`config.mk`:
```
export PLATFORM = sky130hd
export DESIGN_NAME = mult_sequencer
export DESIGN_NICKNAME = d
export VERILOG_FILES = /design/src/rtl/mult_sequencer_pkg.sv /design/src/rtl/mult_sequencer.sv
export SDC_FILE = /design/constraint.sdc
export NUM_CORES = 1
export LEC_CHECK = 0
export ABC_AREA = 1
export BUFFER_PORTS_ARGS = -buffer_cell sky130_fd_sc_hd__buf_2
export CELL_PAD_IN_SITES_DETAIL_PLACEMENT = 1
export CELL_PAD_IN_SITES_GLOBAL_PLACEMENT = 2
export CORE_ASPECT_RATIO = 2
export CORE_MARGIN = 4
export CORE_UTILIZATION = 27
export CTS_CLUSTER_SIZE = 14
export DETAILED_ROUTE_END_ITERATION = 8
export PLACE_DENSITY = 0.76
export RECOVER_POWER = 25
export SYNTH_ARGS = -nofsm -noshare
export SYNTH_HDL_FRONTEND = slang
export SYNTH_SLANG_ARGS = --single-unit
```
`constraint.sdc`:
```
create_clock -name clk -period 1.7 [get_ports clk]
set_input_delay 0.255 -clock clk [delete_from_list [all_inputs] [get_ports clk]]
set_output_delay 0.255 -clock clk [all_outputs]
set_load 0.05 [all_outputs]
```
`src/rtl/mult_sequencer_pkg.sv`:
```
// Shared definitions for the multiply sequencer: state encoding, widths,
// default timeout and the conditional magnitude helper.
package mult_sequencer_pkg;

  localparam int unsigned WORD_W      = 32;
  localparam int unsigned DEF_TIMEOUT = 40;

  typedef enum logic [2:0] {
    S_IDLE  = 3'd0,
    S_CLEAR = 3'd1,
    S_RUN   = 3'd2,
    S_FIX   = 3'd3,
    S_DONE  = 3'd4
  } state_t;

  // Two's-complement magnitude when neg_in is set, pass-through otherwise.
  // 0x80000000 maps onto itself, which is its correct unsigned magnitude.
  function automatic logic [WORD_W-1:0] abs32(input logic neg_in,
                                               input logic [WORD_W-1:0] v);
    return neg_in ? (~v + WORD_W'(1)) : v;
  endfunction

endpackage

```
`src/rtl/mult_sequencer.sv`:
```
// Control wrapper between main control and the shift-add multiplier:
// converts signed operands to magnitudes, sequences the multiplier,
// sign-corrects the 64-bit product and commits it to HI/LO.
module mult_sequencer
  import mult_sequencer_pkg::*;
#(
  parameter int unsigned TIMEOUT = DEF_TIMEOUT,
  parameter int unsigned CNT_W   = 6
) (
  input  logic              clk,
  input  logic              reset_n,
  input  logic              start,
  input  logic              signed_op,
  input  logic [WORD_W-1:0] op_a,
  input  logic [WORD_W-1:0] op_b,
  input  logic              abort,
  output logic              busy,
  output logic              done,
  output logic              timeout_err,
  output logic [WORD_W-1:0] hi,
  output logic [WORD_W-1:0] lo,
  output logic              mult_reset,
  output logic              mult_ctrl,
  output logic [WORD_W-1:0] fator_a,
  output logic [WORD_W-1:0] fator_b,
  input  logic [WORD_W-1:0] mult_hi,
  input  logic [WORD_W-1:0] mult_lo,
  input  logic              mult_out
);

  localparam logic [CNT_W-1:0] CNT_LAST = CNT_W'(TIMEOUT);

  state_t                state;
  logic                  neg;
  logic [CNT_W-1:0]      cnt;
  logic [2*WORD_W-1:0]   product;
  logic [2*WORD_W-1:0]   prod_fix;

  // Sign-corrected product, applied across the full 64 bits.
  always_comb begin
    prod_fix = product;
    if (neg) prod_fix = ~product + (2*WORD_W)'(1);
  end

  // Sequencer FSM; every output is registered and reflects the state entered.
  always_ff @(posedge clk or negedge reset_n) begin
    if (!reset_n) begin
      state       <= S_IDLE;
      neg         <= 1'b0;
      cnt         <= '0;
      product     <= '0;
      busy        <= 1'b0;
      done        <= 1'b0;
      timeout_err <= 1'b0;
      hi          <= '0;
      lo          <= '0;
      mult_reset  <= 1'b0;
      mult_ctrl   <= 1'b0;
      fator_a     <= '0;
      fator_b     <= '0;
    end else begin
      done <= 1'b0;
      unique case (state)
        S_IDLE: begin
          if (start) begin
            neg         <= signed_op & (op_a[WORD_W-1] ^ op_b[WORD_W-1]);
            fator_a     <= abs32(signed_op & op_a[WORD_W-1], op_a);
            fator_b     <= abs32(signed_op & op_b[WORD_W-1], op_b);
            timeout_err <= 1'b0;
            busy        <= 1'b1;
            mult_reset  <= 1'b1;
            mult_ctrl   <= 1'b0;
            state       <= S_CLEAR;
          end
        end
        S_CLEAR: begin
          cnt        <= '0;
          mult_reset <= 1'b0;
          if (abort) begin
            mult_ctrl <= 1'b0;
            busy      <= 1'b0;
            state     <= S_IDLE;
          end else begin
            mult_ctrl <= 1'b1;
            state     <= S_RUN;
          end
        end
        S_RUN: begin
          if (abort) begin
            mult_ctrl <= 1'b0;
            busy      <= 1'b0;
            state     <= S_IDLE;
          end else if (mult_out) begin
            product   <= {mult_hi, mult_lo};
            mult_ctrl <= 1'b0;
            state     <= S_FIX;
          end else if (cnt + CNT_W'(1) == CNT_LAST) begin
            timeout_err <= 1'b1;
            mult_ctrl   <= 1'b0;
            busy        <= 1'b0;
            state       <= S_IDLE;
          end else begin
            cnt <= cnt + CNT_W'(1);
          end
        end
        S_FIX: begin
          if (abort) begin
            busy  <= 1'b0;
            state <= S_IDLE;
          end else begin
            // Correction and commit share this edge so hi/lo and done
            // appear together in the DONE cycle.
            product <= prod_fix;
            hi      <= prod_fix[2*WORD_W-1:WORD_W];
            lo      <= prod_fix[WORD_W-1:0];
            done    <= 1'b1;
            state   <= S_DONE;
          end
        end
        S_DONE: begin
          busy  <= 1'b0;
          state <= S_IDLE;
        end
        default: begin
          mult_reset <= 1'b0;
          mult_ctrl  <= 1'b0;
          busy       <= 1'b0;
          state      <= S_IDLE;
        end
      endcase
    end
  end

endmodule
```
=== Word-level counts from Yosys, hierarchy flattened ===
Cells that the tools add are included.

* Register bits: 207
* Output and inout bits: 133
* Word-level logic and storage cells: 94

* Add/subtract/negate cells: 4
* Equality and inequality tests: 16
* Muxes and demuxes: 35
* Bitwise logic cells: 10
* Reduce and logical (&&, ||, !) cells: 16

{| class="wikitable"
|+ Operators with widths
! cell !! count
|-
| two-way mux 64 bit || 4
|-
| case mux 64 bit (2 select lines) || 1
|-
| adder 32 x 1 -> 32 bit (second input constant) || 2
|-
| adder 64 x 1 -> 64 bit (second input constant) || 1
|-
| two-way mux 32 bit || 2
|-
| inverter 32 bit || 2
|-
| inverter 64 bit || 1
|-
| two-way mux 6 bit || 3
|-
| two-way mux 3 bit || 5
|-
| != test 2 bit (second input constant) || 7
|-
| two-way mux 1 bit || 13
|-
| case mux 3 bit (4 select lines) || 1
|-
| case mux 6 bit (2 select lines) || 1
|-
| AND reduction 4 bit || 3
|-
| AND reduction 2 bit || 4
|-
| adder 6 x 1 -> 6 bit (second input constant) || 1
|-
| == test 3 x 2 -> 1 bit (second input constant) || 2
|-
| == test 6 bit (second input constant) || 1
|-
| != test 3 bit (second input constant) || 2
|-
| nonzero test 2 bit || 3
|-
| AND reduction 5 bit || 1
|-
| != test 4 bit (second input constant) || 1
|-
| case mux 1 bit (2 select lines) || 2
|-
| case mux 1 bit (4 select lines) || 1
|-
| other kinds (12) || 17
|}

=== Depth between registers and ports, before layout ===
* Depth after elaboration: 6
* Depth in mapped cells: 13
* Gate-level depth less buffers: 13

=== Worst setup path before layout ===
OpenSTA, ideal clock, no wires.

* Path type: reg2reg
* Start: register product[0]
* End: register hi[10]
* Arrival time: 1,498 ps
* Data required time: 1,582 ps
* Path slack: 84 ps
* Stages on the path, launching flop included: 12
* Buffers on the path: 0
* Period minus slack after synthesis: 1,616 ps
* Cell sequence: dfrtp_1 > inv_1 > ha_1 > nand2_4 > nor2_8 > nand2_4 > o21ai_4 > nand3_1 > nand2_1 > nand2_1 > nand2_1 > nand2_1

* Word-level cells in the longest chain between the ends: 3

{| class="wikitable"
|+ RTL lines
! what !! RTL line !! source
|-
| start, declared || mult_sequencer.sv:36 || <nowiki>logic [2*WORD_W-1:0] product;</nowiki>
|-
| start signal, assigned || mult_sequencer.sv:94 || <nowiki>product <= {mult_hi, mult_lo};</nowiki>
|-
| start signal, assigned || mult_sequencer.sv:113 || <nowiki>product <= prod_fix;</nowiki>
|-
| inverter 64 bit || mult_sequencer.sv:42 || <nowiki>if (neg) prod_fix = ~product + (2*WORD_W)'(1);</nowiki>
|-
| adder 64 x 1 -> 64 bit || mult_sequencer.sv:42 ||
|-
| two-way mux 64 bit || mult_sequencer.sv:42 ||
|-
| end signal, assigned || mult_sequencer.sv:114 || <nowiki>hi <= prod_fix[2*WORD_W-1:WORD_W];</nowiki>
|-
| end, declared || mult_sequencer.sv:20 || <nowiki>output logic [WORD_W-1:0] hi,</nowiki>
|}

No other way between the ends.
A chain may end at the register's enable or synchronous reset.

=== Final worst setup path ===
* Start: register product[5]
* End: register hi[30]

Same word-level chain as after synthesis.

==> out/metrics.cfg <==
[outcome]
status=finished, violations left
violations=negative setup slack

[worst_setup_path]
crit_start=product[5]$_DFFE_PN0N_
arrival_ns=2.31
rrSetupSlack_ns=-0.19
reg2reg_to=hi[30]$_DFFE_PN0P_
cp-endpoint=hi[30]$_DFFE_PN0P_
crit_fanout=7
crit_required_ns=2.12
critPathKind=reg -> reg
reg2reg_depth=13
timing.rr.start=product[5]$_DFFE_PN0N_
cp-end-kind=flop
setup.worst_path.start_class=flop

[clock_tree]
clockBufferDepth=3
cts-htree-levels=1
cts_tree=built
cts_num_sinks=207
clk_latency_ns=0.54
root_buffer=clkbuf_16
cts_buffers=24
clk_pin_slew_worst_paths_ns=0.07

[sta]
slew_violations=0
rsz0062_at_grt=yes
fin_setup_tns_ns=-8.775
finClkSkew_ns=0.01335
finalSetupViolCount=89
relSlewSlack_pct=47.12
layout_min_cycle_time_ns=1.885
worst_pin_slew_ns=0.7932
finalWorstSetupSlack_ns=-0.1851
finalCritPeriodShare_pct=110.9
hold_viol_final=0
max_freq_ghz=0.5305

[global_routing]
grt_pass1_vias=15110
busiest_layer=met2
antenna_found_initial=4
grt_util_all_layers_pct=21.11
grt_first_pass_wirelength_um=83280
grt_util_met1_pct=19.62
gr-usage-met3_pct=3.923
use_met2_pct=42.94
grt_start_max_net_pins=72
grt_overflow=0

[yosys]
synth_cells=1780
ys_seq_area_share_pct=41.78
syn_area_per_cell_um2=6.965
async_reset_ff_share_pct=100.0
mappedNetlistArea_um2=12400
synthFlopType=dfrtp_1
syn_nets=1918
synth.distinct_cells=48
synth_seq_cells=207
synth-warning-count=0
synth-edff-count=0

[placed_design]
dp_hpwl_um=42860
io_buffers=266
dp_cells=2759
place_area_um2=15890
gp_congestion=0.8891

[final_layout]
drive_above_1_share_pct=34.60
mostFrequentLayoutCells=nand2_1, buf_2, dfrtp_1, buf_4, inv_1
layout_commonest_cell=nand2_1
fin_nets=2435
syn_to_final_growth_pct=47.58
final_core_util_pct=40.40
final_cell_count_no_fill=2878
fillers=5662
postLayoutCellArea_um2=18300

[die]
initial_core_util_pct=27.38
ios=267
die-area_um2=49610
placement_rows=110
fp.dieH_um=311.0
die_w_um=159.5
core_area_um2=45280

[detailed_routing]
vias=13710
vias_per_cell=4.765
detail_route.wl_per_cell_um=19.04
drtAntennaViolNets=0
routed_wl_um=54790
drt_iter0_drc=451
drc=0
first_pass_iters=5

[min_path]
hold_path_depth=5
worstHoldPathType=in -> reg

[power]
power.total_mw=36.42
p_leak_nw=9.512
powerDensity_nw_per_um2=1991
vdd_drop_max_mv=0.8364

[job]
drv_cap=0

-- where the power goes --
group	leakage [nW]	internal (mW)	switching, mW
Combinational	6.55	7.41	14.4
Clock	0.399	3.13	2.30
Sequential	2.56	7.27	1.87
-- registers in the layout (all words and copies together), names as in the netlist --
name / count
busy: 1
cnt: 6
done: 1
fator_a: 32
fator_b: 32
hi: 32
lo: 32
mult_ctrl: 1
mult_reset: 1
neg: 1
product: 64
state: 3
timeout_err: 1
-- cell usage after synthesis (2+ instances only) --
cell type	instances	area, um2
o21ai_0	96	480.5
nand2_4	4	45.04
o211ai_1	13	97.59
o21ai_4	3	48.80
a21oi_1	13	65.06
nor2_2	17	106.4
buf_4	5	37.54
or2_0	2	12.51
dfrtp_1	207	5180
nor3_2	3	30.03
clkbuf_8	2	27.53
xnor2_1	10	87.58
buf_6	5	56.30
ha_1	4	50.05
nand3_2	3	30.03
xor2_1	50	437.9
clkbuf_1	14	52.55
nand3b_1	8	60.06
o21ai_1	11	55.05
o22ai_1	2	12.51
nand3_1	146	730.7
nand4_1	26	162.7
nor3_1	10	50.05
inv_1	149	559.3
o21ai_2	5	43.79
nand2_2	14	87.58
nor2_4	5	56.30
o31ai_1	2	15.01
nor2_8	3	60.06
nor2_1	170	638.1
nor4_1	2	12.51
nand2_1	726	2725
buf_1	2	7.510
inv_2	8	30.03
buf_2	24	120.1
or2_2	4	25.02
-- through the flow --
| stage | setup WS (ns) | hold slack [ns] |
|---|---|---|
| floorplan | 0.08424 | -0.04059 |
| global placement | -0.3744 | 0.1311 |
| detailed placement | -0.4109 | 0.1340 |
| CTS | -0.1821 | 0.001455 |
| global route | -0.2889 | 0.02878 |
| finish | -0.1851 | 0.02945 |
-- per-layer routing --
metal,vias to the layer above,routed length (um)
li1,6626,-
met1,6630,18010
met2,328,31400
met3,129,2572
met4,0,2805
met5,-,0
-- worst max-delay path, stage by stage, from the launching register on --
cell and delay (ns):
dfrtp_1 0.41, buf_6 0.14, nor2_4 0.15, nand2_4 0.08
buf_12 0.13, nor2_8 0.13, nand3_4 0.10, o21ai_4 0.15
buf_12 0.15, nand2_2 0.05, nand2_1 0.07, nand2_1 0.05
nand2_1 0.08, nand2_1 0.06
-- worst min-delay path by stage --
stage	startpoint	endpoint	slack, ns
floorplan	reset_n	busy$_DFFE_PN0P_	-0.04
global placement	reset_n	product[7]$_DFFE_PN0N_	0.13
detailed placement	reset_n	product[7]$_DFFE_PN0N_	0.13
CTS	op_b[25]	fator_b[25]$_DFFE_PN0P_	0.001
global route	op_a[21]	fator_a[21]$_DFFE_PN0P_	0.03
finish	mult_hi[20]	product[52]$_DFFE_PN0N_	0.03
-- logic make-up (layout without fill, tap and decap cells) --
kind of cell,count (synthesis),in the layout,synth area share (%)
AO/OA/AOI/OAI,150,150,6.914
XOR/XNOR,60,60,4.239
adder cells (fa/ha/maj),4,4,0.4037
buffers and inverters,212,747,7.388
flip-flops,207,207,41.78
other,0,3,0
AND/OR/NAND/NOR,1147,1147,39.27
-- cell type report --
type	instances	area, um2	area share, %
multi-input cells	1361	7096	38.78
flip-flops and latches	207	5192	28.38
repair buffers	544	3891	21.27
well taps	560	700.7	3.830
clock buffers	32	681.9	3.727
inverters	159	609.3	3.331
clock inverters	12	116.4	0.6360
diodes	3	7.507	0.04103
-- repair_timing --
action	4_1_cts	5_1_grt
gates cloned	0	1
setup buffers	17	17
setup endpoints to repair	122	167
hold buffers	40	0
endpoints found under the hold margin	246	0
gates resized for setup	120	155
pin swaps	33	68
(Power assumes the default switching activity.)
